`config.mk`:
```
export PLATFORM = sky130hd
export DESIGN_NAME = uart_arbiter
export DESIGN_NICKNAME = d
export VERILOG_FILES = /design/src/rtl/uart_arbiter.sv
export SDC_FILE = /design/constraint.sdc
export NUM_CORES = 1
export LEC_CHECK = 0
export CAP_MARGIN = 20
export CORE_MARGIN = 5
export CORE_UTILIZATION = 47
export DETAILED_ROUTE_END_ITERATION = 12
export PLACE_DENSITY = 0.82
export SKIP_LAST_GASP = 1
export SLEW_MARGIN = 40
export SYNTH_ARGS = -nofsm -noshare
export SYNTH_HDL_FRONTEND = slang
export SYNTH_SLANG_ARGS = --single-unit
```
`constraint.sdc`:
```
create_clock -name i_clk -period 2.3 [get_ports i_clk]
set_input_delay 0.345 -clock i_clk [delete_from_list [all_inputs] [get_ports i_clk]]
set_output_delay 0.345 -clock i_clk [all_outputs]
set_load 0.005 [all_outputs]
```
`src/rtl/uart_arbiter.sv`:
```
// Two-master round-robin arbiter in front of the uart register slave, one-deep pending slot per master.
// Latency: request pulse T -> response DV at T+4 uncontended; timeout response at T+3+TIMEOUT.
// Backpressure: busy is high while a port's slot is full; pulses arriving while busy are dropped.
module uart_arbiter #(
    parameter int TIMEOUT = 15
) (
    input  logic       i_clk,
    input  logic       i_reset,
    input  logic       i_m0_request,
    input  logic       i_m0_write,
    input  logic [2:0] i_m0_address,
    input  logic [7:0] i_m0_data,
    input  logic       i_m1_request,
    input  logic       i_m1_write,
    input  logic [2:0] i_m1_address,
    input  logic [7:0] i_m1_data,
    output logic [7:0] o_m0_data,
    output logic       o_m0_data_DV,
    output logic       o_m0_error,
    output logic       o_m0_busy,
    output logic [7:0] o_m1_data,
    output logic       o_m1_data_DV,
    output logic       o_m1_error,
    output logic       o_m1_busy,
    output logic       o_uart_request,
    output logic       o_uart_write,
    output logic [2:0] o_uart_address,
    output logic [7:0] o_uart_data,
    input  logic [7:0] i_uart_data,
    input  logic       i_uart_data_DV
);

    typedef enum logic [1:0] {IDLE, ISSUE, WAIT, RESP} state_t;

    localparam logic [7:0] CNT_LAST = 8'(TIMEOUT - 1);

    state_t     state, state_nxt;
    logic       pend0, pend1;
    logic       wr0, wr1;
    logic [2:0] addr0, addr1;
    logic [7:0] dat0, dat1;
    logic       grant, grant_nxt;
    logic       favor, favor_nxt;
    logic [7:0] count, count_nxt;
    logic [7:0] resp_dat, resp_dat_nxt;
    logic       resp_err, resp_err_nxt;
    logic       load;
    logic       enter_resp;

    always_comb begin
        state_nxt    = state;
        grant_nxt    = grant;
        favor_nxt    = favor;
        count_nxt    = count;
        resp_dat_nxt = resp_dat;
        resp_err_nxt = resp_err;
        load         = 1'b0;
        case (state)
            IDLE: begin
                if (pend0 || pend1) begin
                    // Contention is settled by favor; a lone requester wins outright.
                    grant_nxt = (pend0 && pend1) ? favor : pend1;
                    favor_nxt = ~grant_nxt;
                    load      = 1'b1;
                    state_nxt = ISSUE;
                end
            end
            ISSUE: begin
                count_nxt = 8'd0;
                state_nxt = WAIT;
            end
            WAIT: begin
                if (i_uart_data_DV) begin
                    resp_dat_nxt = i_uart_data;
                    resp_err_nxt = 1'b0;
                    state_nxt    = RESP;
                end else if (count == CNT_LAST) begin
                    resp_dat_nxt = 8'h00;
                    resp_err_nxt = 1'b1;
                    state_nxt    = RESP;
                end else begin
                    count_nxt = count + 8'd1;
                end
            end
            RESP:    state_nxt = IDLE;
            default: state_nxt = IDLE;
        endcase
    end

    assign enter_resp = (state == WAIT) && (state_nxt == RESP);

    always_ff @(posedge i_clk) begin
        if (i_reset) begin
            state          <= IDLE;
            pend0          <= 1'b0;
            pend1          <= 1'b0;
            wr0            <= 1'b0;
            wr1            <= 1'b0;
            addr0          <= 3'd0;
            addr1          <= 3'd0;
            dat0           <= 8'd0;
            dat1           <= 8'd0;
            grant          <= 1'b0;
            favor          <= 1'b0;
            count          <= 8'd0;
            resp_dat       <= 8'd0;
            resp_err       <= 1'b0;
            o_uart_write   <= 1'b0;
            o_uart_address <= 3'd0;
            o_uart_data    <= 8'd0;
        end else begin
            state    <= state_nxt;
            grant    <= grant_nxt;
            favor    <= favor_nxt;
            count    <= count_nxt;
            resp_dat <= resp_dat_nxt;
            resp_err <= resp_err_nxt;
            if (load) begin
                o_uart_write   <= grant_nxt ? wr1 : wr0;
                o_uart_address <= grant_nxt ? addr1 : addr0;
                o_uart_data    <= grant_nxt ? dat1 : dat0;
            end
            // A slot only accepts when empty and only clears when full, so set and clear never collide.
            if (i_m0_request && !pend0) begin
                pend0 <= 1'b1;
                wr0   <= i_m0_write;
                addr0 <= i_m0_address;
                dat0  <= i_m0_data;
            end else if (enter_resp && !grant) begin
                pend0 <= 1'b0;
            end
            if (i_m1_request && !pend1) begin
                pend1 <= 1'b1;
                wr1   <= i_m1_write;
                addr1 <= i_m1_address;
                dat1  <= i_m1_data;
            end else if (enter_resp && grant) begin
                pend1 <= 1'b0;
            end
        end
    end

    assign o_uart_request = (state == ISSUE);
    assign o_m0_data_DV   = (state == RESP) && !grant;
    assign o_m1_data_DV   = (state == RESP) && grant;
    assign o_m0_error     = o_m0_data_DV && resp_err;
    assign o_m1_error     = o_m1_data_DV && resp_err;
    assign o_m0_data      = o_m0_data_DV ? resp_dat : 8'h00;
    assign o_m1_data      = o_m1_data_DV ? resp_dat : 8'h00;
    assign o_m0_busy      = pend0;
    assign o_m1_busy      = pend1;

endmodule

```
After elaboration in Yosys (flattened, before gate mapping)
Cells that the tools add are included.

operators by class
  multiply operators = 0
  div/mod/pow operators = 0
  reductions and logical operators = 22
  multiplexer cells = 25
  bitwise gates (word level) = 1
  shifts and indexed selects = 0
  order comparisons = 0
  add/subtract/negate cells = 1
  eq/ne operators = 7

operators by type and width
  operator               number
  $mux W8                7
  $pmux W8 S2            1
  $mux W1                12
  $logic_and A1 B1 Y1    10
  $add A8 B1 Y8 const B  1
  $eq A8 B4 Y1 const B   1
  $pmux W2 S4            1
  $reduce_bool A2 Y1     4
  $eq A2 B2 Y1 const B   3
  $mux W2                3
  $ne A2 B2 Y1 const B   2
  $reduce_and A2 Y1      2
  $logic_not A1 Y1       3
  $mux W3                1
  $reduce_and A3 Y1      1
  $eq A2 B1 Y1 const B   1
  $logic_not A2 Y1       1
  $logic_or A1 B1 Y1     1
  $not A1 Y1             1

storage, ports and cells
  memory bits (read-only) = 0
  memories kept = 0
  bits in latches = 0
  logic and storage cells = 73
  bits in registers = 59
  output and inout bits = 35
  input bits = 37
  RAM bits = 0

Logic depth before layout (Yosys ltp)
  depth in word-level cells = 9
  mapped depth = 7
  gate-level depth less buffers = 6

Worst setup path after synthesis
Ideal clock, no wire load.

  path kind = flip-flop to flip-flop
  start point = register state[0]
  end point = register count[4]
  clock period less this slack = 1655 ps
  slack = 645 ps
  data arrival time = 1536 ps
  stages on the path, launching flop included = 8
  cell sequence = dfxtp_1 -> inv_1 -> ha_1 -> clkbuf_1 -> nand4_1 -> a211oi_1 -> xnor2_1 -> nor2_1

between the ends
  word-level cells in the longest chain between the ends = 3
  elaborated cells between the ends (all ways) = 7
  classes of those cells = 4 x eq/ne; 1 x mux; 2 x reduce/logical

ends and longest elaborated chain
  what                                                                 RTL line  text
  start: declaration                                                   37        state_t state, state_nxt;
  start signal: assignment                                             112       state <= state_nxt;
  $eq A2 B2 Y1 or $eq A2 B1 Y1 (tied branches)                         58        case (state)
  $ne A2 B2 Y1 (no source line) or $reduce_bool A2 Y1 (tied branches)  n/a
  $reduce_and A3 Y1 (no source line)                                   n/a
  end signal: assignment                                               115       count <= count_nxt;
  end: declaration                                                     44        logic [7:0] count, count_nxt;

Several ways; a longest one is shown, not always the timed one.
A chain may end at the register's enable or synchronous reset.

Worst setup path in the final report
  start point = register state[0]
  end point = output port o_m0_data[5]

between the ends
  word-level cells in the longest chain between the ends = 3

ends and longest elaborated chain
  what                 RTL line  text
  $eq A2 B2 Y1         144       assign o_m0_data_DV = (state == RESP) && !grant;
  $logic_and A1 B1 Y1  144
  $mux W8              148       assign o_m0_data = o_m0_data_DV ? resp_dat : 8'h00;
  end: declaration     17        output logic [7:0] o_m0_data,

Every way passes these cells.

==> impl_results.md <==
* P_leak at 1.436 nW
* Worst setup path start: state[0]
* Hold Crit Depth at 2
* Reg2reg setup slack at 350 ps
* Vias per cell at 5.269
* Post-CTS Resized at 0
* Synth Instances at 302
* Max-cap check violation count at 0
* Initial antenna violation count at 0
* Core Region at 5172 um2
* Status: complete, no violations
* Dpl cells at 437
* Crit end category: output pin
* Worst VDD drop at 0.0005570 V
* Slew HR at 56.83%
* Pre-antenna DRT Iters at 4
* Ports at 72
* CTS tree: yes
* Worst-Margin Slew at 647.5 ps
* Area grow syn2layout at 41.88%
* RSZ-0062 raised after global routing: no
* Wire length on met1 at 2.941 mm
* CTS H-tree lvls at 3
* Delay-heaviest family, CP: buffers and inverters
* DR iter-0 viols at 110
* Largest net degree at the start of global routing at 21
* Ys flop type: dfxtp_1
* Fin crit share at 95.01%
* ANT cells at 0
* Synth async-reset ratio at 0%
* Post-cts hold buffer count at 0
* Setup TNS Final at 0 ps
* Routability cong. at 0.8721
* Worst R2R Start: state[0]
* Slowest CP cell: clkdlybuf4s50_1
* Crit path DAT at 1840 ps
* Fraction of layout cells with a size suffix above 1 at 10.70%
* Total wire length at 6.657 mm
* Syn Area/Cell at 8.340 um2
* Post-synth EDFFs at 0
* Grt total ovfl at 0
* Clock Skew at 7.949 ps
* DIE AREA at 6923 um2
* HP Class: register to register
* Die Y at 83.21 um
* YS warnings at 0
* Hold slack at 445.8 ps
* Fmax at 0.4576 GHz
* Cell chain of the critical path: ha_1 > nor2b_1 > buf_4 > and2_1 > clkdlybuf4s50_1
* Row count at 26
* DR WL met2 at 3.161 mm
* Num CTS Buffers at 9
* Worst-Skew Late Latency at 340 ps
* CTS Sinks at 59
* Number of global-route vias before repair at 2,195
* Global-route wire length before repair at 10.82 mm
* Residual DRC at 0
* Cell Area, Synth at 2519 um2
* CP Max Fanout at 10
* Postcts setup bufs at 0
* Worst-path clk slew at 70 ps
* Vias at 2,387
* Crit path buf inv count at 2
* Fin cells at 453
* Detailed placement HPWL at 4.553 mm
* Yosys reg bits at 59
* Total Power at 0.003048 W
* Seq/Total Area, Yosys at 46.90%
* Worst hold path endpoint: o_uart_data[4]
* Max-slew violations at 0
* Startpoint Class: register
* Initial Utilization at 48.69%
* Count of cell types in the netlist at 35
* Post-DRT Antenna Nets at 0
* DR top layer: met4
* CP required at 1960 ps
* Min cycle time layout at 2185 ps
* Worst r2r dst: count[3]
* Hold Vio Cnt, Final at 0
* R2R depth at 6
* Setup Crit Path Kind: register to output pin
* Crit path largest cell delay at 500 ps
* Width of the die at 83.21 um
* Synth Net Count at 346
* # port buffers at 71
* Met3 wire length at 470 um
* Pwr per Cell Area at 852.9 nW/um2
* Clock Tree Buf Depth at 2
* # setup viols final at 0
* Clk root buf: clkbuf_8
* HP Start: o_uart_data[4]
* Total GRT Usage at 19.50%
* Nets at 422
* DR WL/cell at 14.70 um
## cell usage in the layout (no fill, tap or decap), types with 3 or more instances in the layout
master,synthesis,layout
a21oi_1,28,27
dfxtp_1,59,58
inv_1,6,6
and2_1,12,12
nor2_1,22,20
clkdlybuf4s50_1,0,71
xor2_1,3,3
o221ai_1,12,12
a211oi_1,4,4
nand4_1,3,3
and3_1,10,10
nor2b_1,5,5
clkbuf_8,0,10
a22oi_1,8,8
buf_4,1,13
nand2_1,78,78
a21o_1,3,3
ha_1,7,7
## final cells by class
class / count / area [um2]
flip-flops and latches: 59 / 1182
repair buffers: 84 / 808.3
clock buffers: 10 / 137.6
multi-input cells: 218 / 1246
well taps: 70 / 87.58
clock inverters: 6 / 88.84
fillers: 398 / 1599
inverters: 6 / 22.52
## worst max path at each step
stage	cells past startpoint	endpoint	slack, ps
after global placement	6	count[3]	310
after CTS	5	o_m0_data[5]	2
after detailed placement	4	o_uart_address[2]	270
after global routing	5	o_m0_data[4]	20
after floorplan	7	count[4]	640
final	5	o_m0_data[5]	110
## sequential cells by signal (all words and copies together) (netlist names), 2 cells and up
name            count
addr0               3
addr1               3
count               8
dat0                8
dat1                8
o_uart_address      3
o_uart_data         8
resp_dat            8
state               2
## synth_stat cells, types with 3 or more instances
cell type  count  area (um2)
a211oi_1       4       30.03
a21o_1         3       22.52
a21oi_1       28       140.1
a22oi_1        8       60.06
and2_1        12       75.07
and3_1        10       62.56
clkbuf_1      16       60.06
dfxtp_1       59        1181
ha_1           7       87.58
inv_1          6       22.52
nand2_1       78       292.8
nand4_1        3       18.77
nor2_1        22       82.58
nor2b_1        5       31.28
o221ai_1      12       105.1
xor2_1         3       26.28
## worst min-delay path, stage by stage (launching register included)
cell and delay, ps:
dfxtp_1 310, nand2_1 50, nand2_1 40
## kinds of logic (layout without fill, tap and decap cells)
family / after synthesis / in the layout / share of synthesized area, %
DFF: 59 / 59 / 46.90
AOI/OAI and AO/OA: 63 / 63 / 17.69
xor gates and xnor gates: 5 / 5 / 1.739
buffers and inverters: 25 / 106 / 3.974
and+or+nand+nor: 143 / 143 / 26.23
adders and majority gates: 7 / 7 / 3.477
## per-stage QoR
stage | worst slack [ps] | instance area [um2] | util, %
global placement | 313.2 | 3337 | 64.51
detailed placement | 268.5 | 3341 | 64.59
floorplan | 644.9 | 2519 | -
global route | 15.99 | 3573 | 69.09
finish | 114.8 | 3573 | 69.09
CTS | 1.908 | 3567 | 68.96
## where the power goes
group          total [W]  leakage [nW]  switching (W)  internal, W
Sequential       0.00122         0.482      0.0000856      0.00113
Clock            0.00107         0.108       0.000429     0.000639
Combinational   0.000761         0.846       0.000413     0.000349
Total            0.00305          1.44       0.000927      0.00212
## per-layer routing
metal	track usage, %	up-vias
li1	-	1186
met1	24.76	1109
met2	30.10	83
met3	6.535	9
met4	8.321	0
met5	0	-
Power figures use the tool's default switching activity.
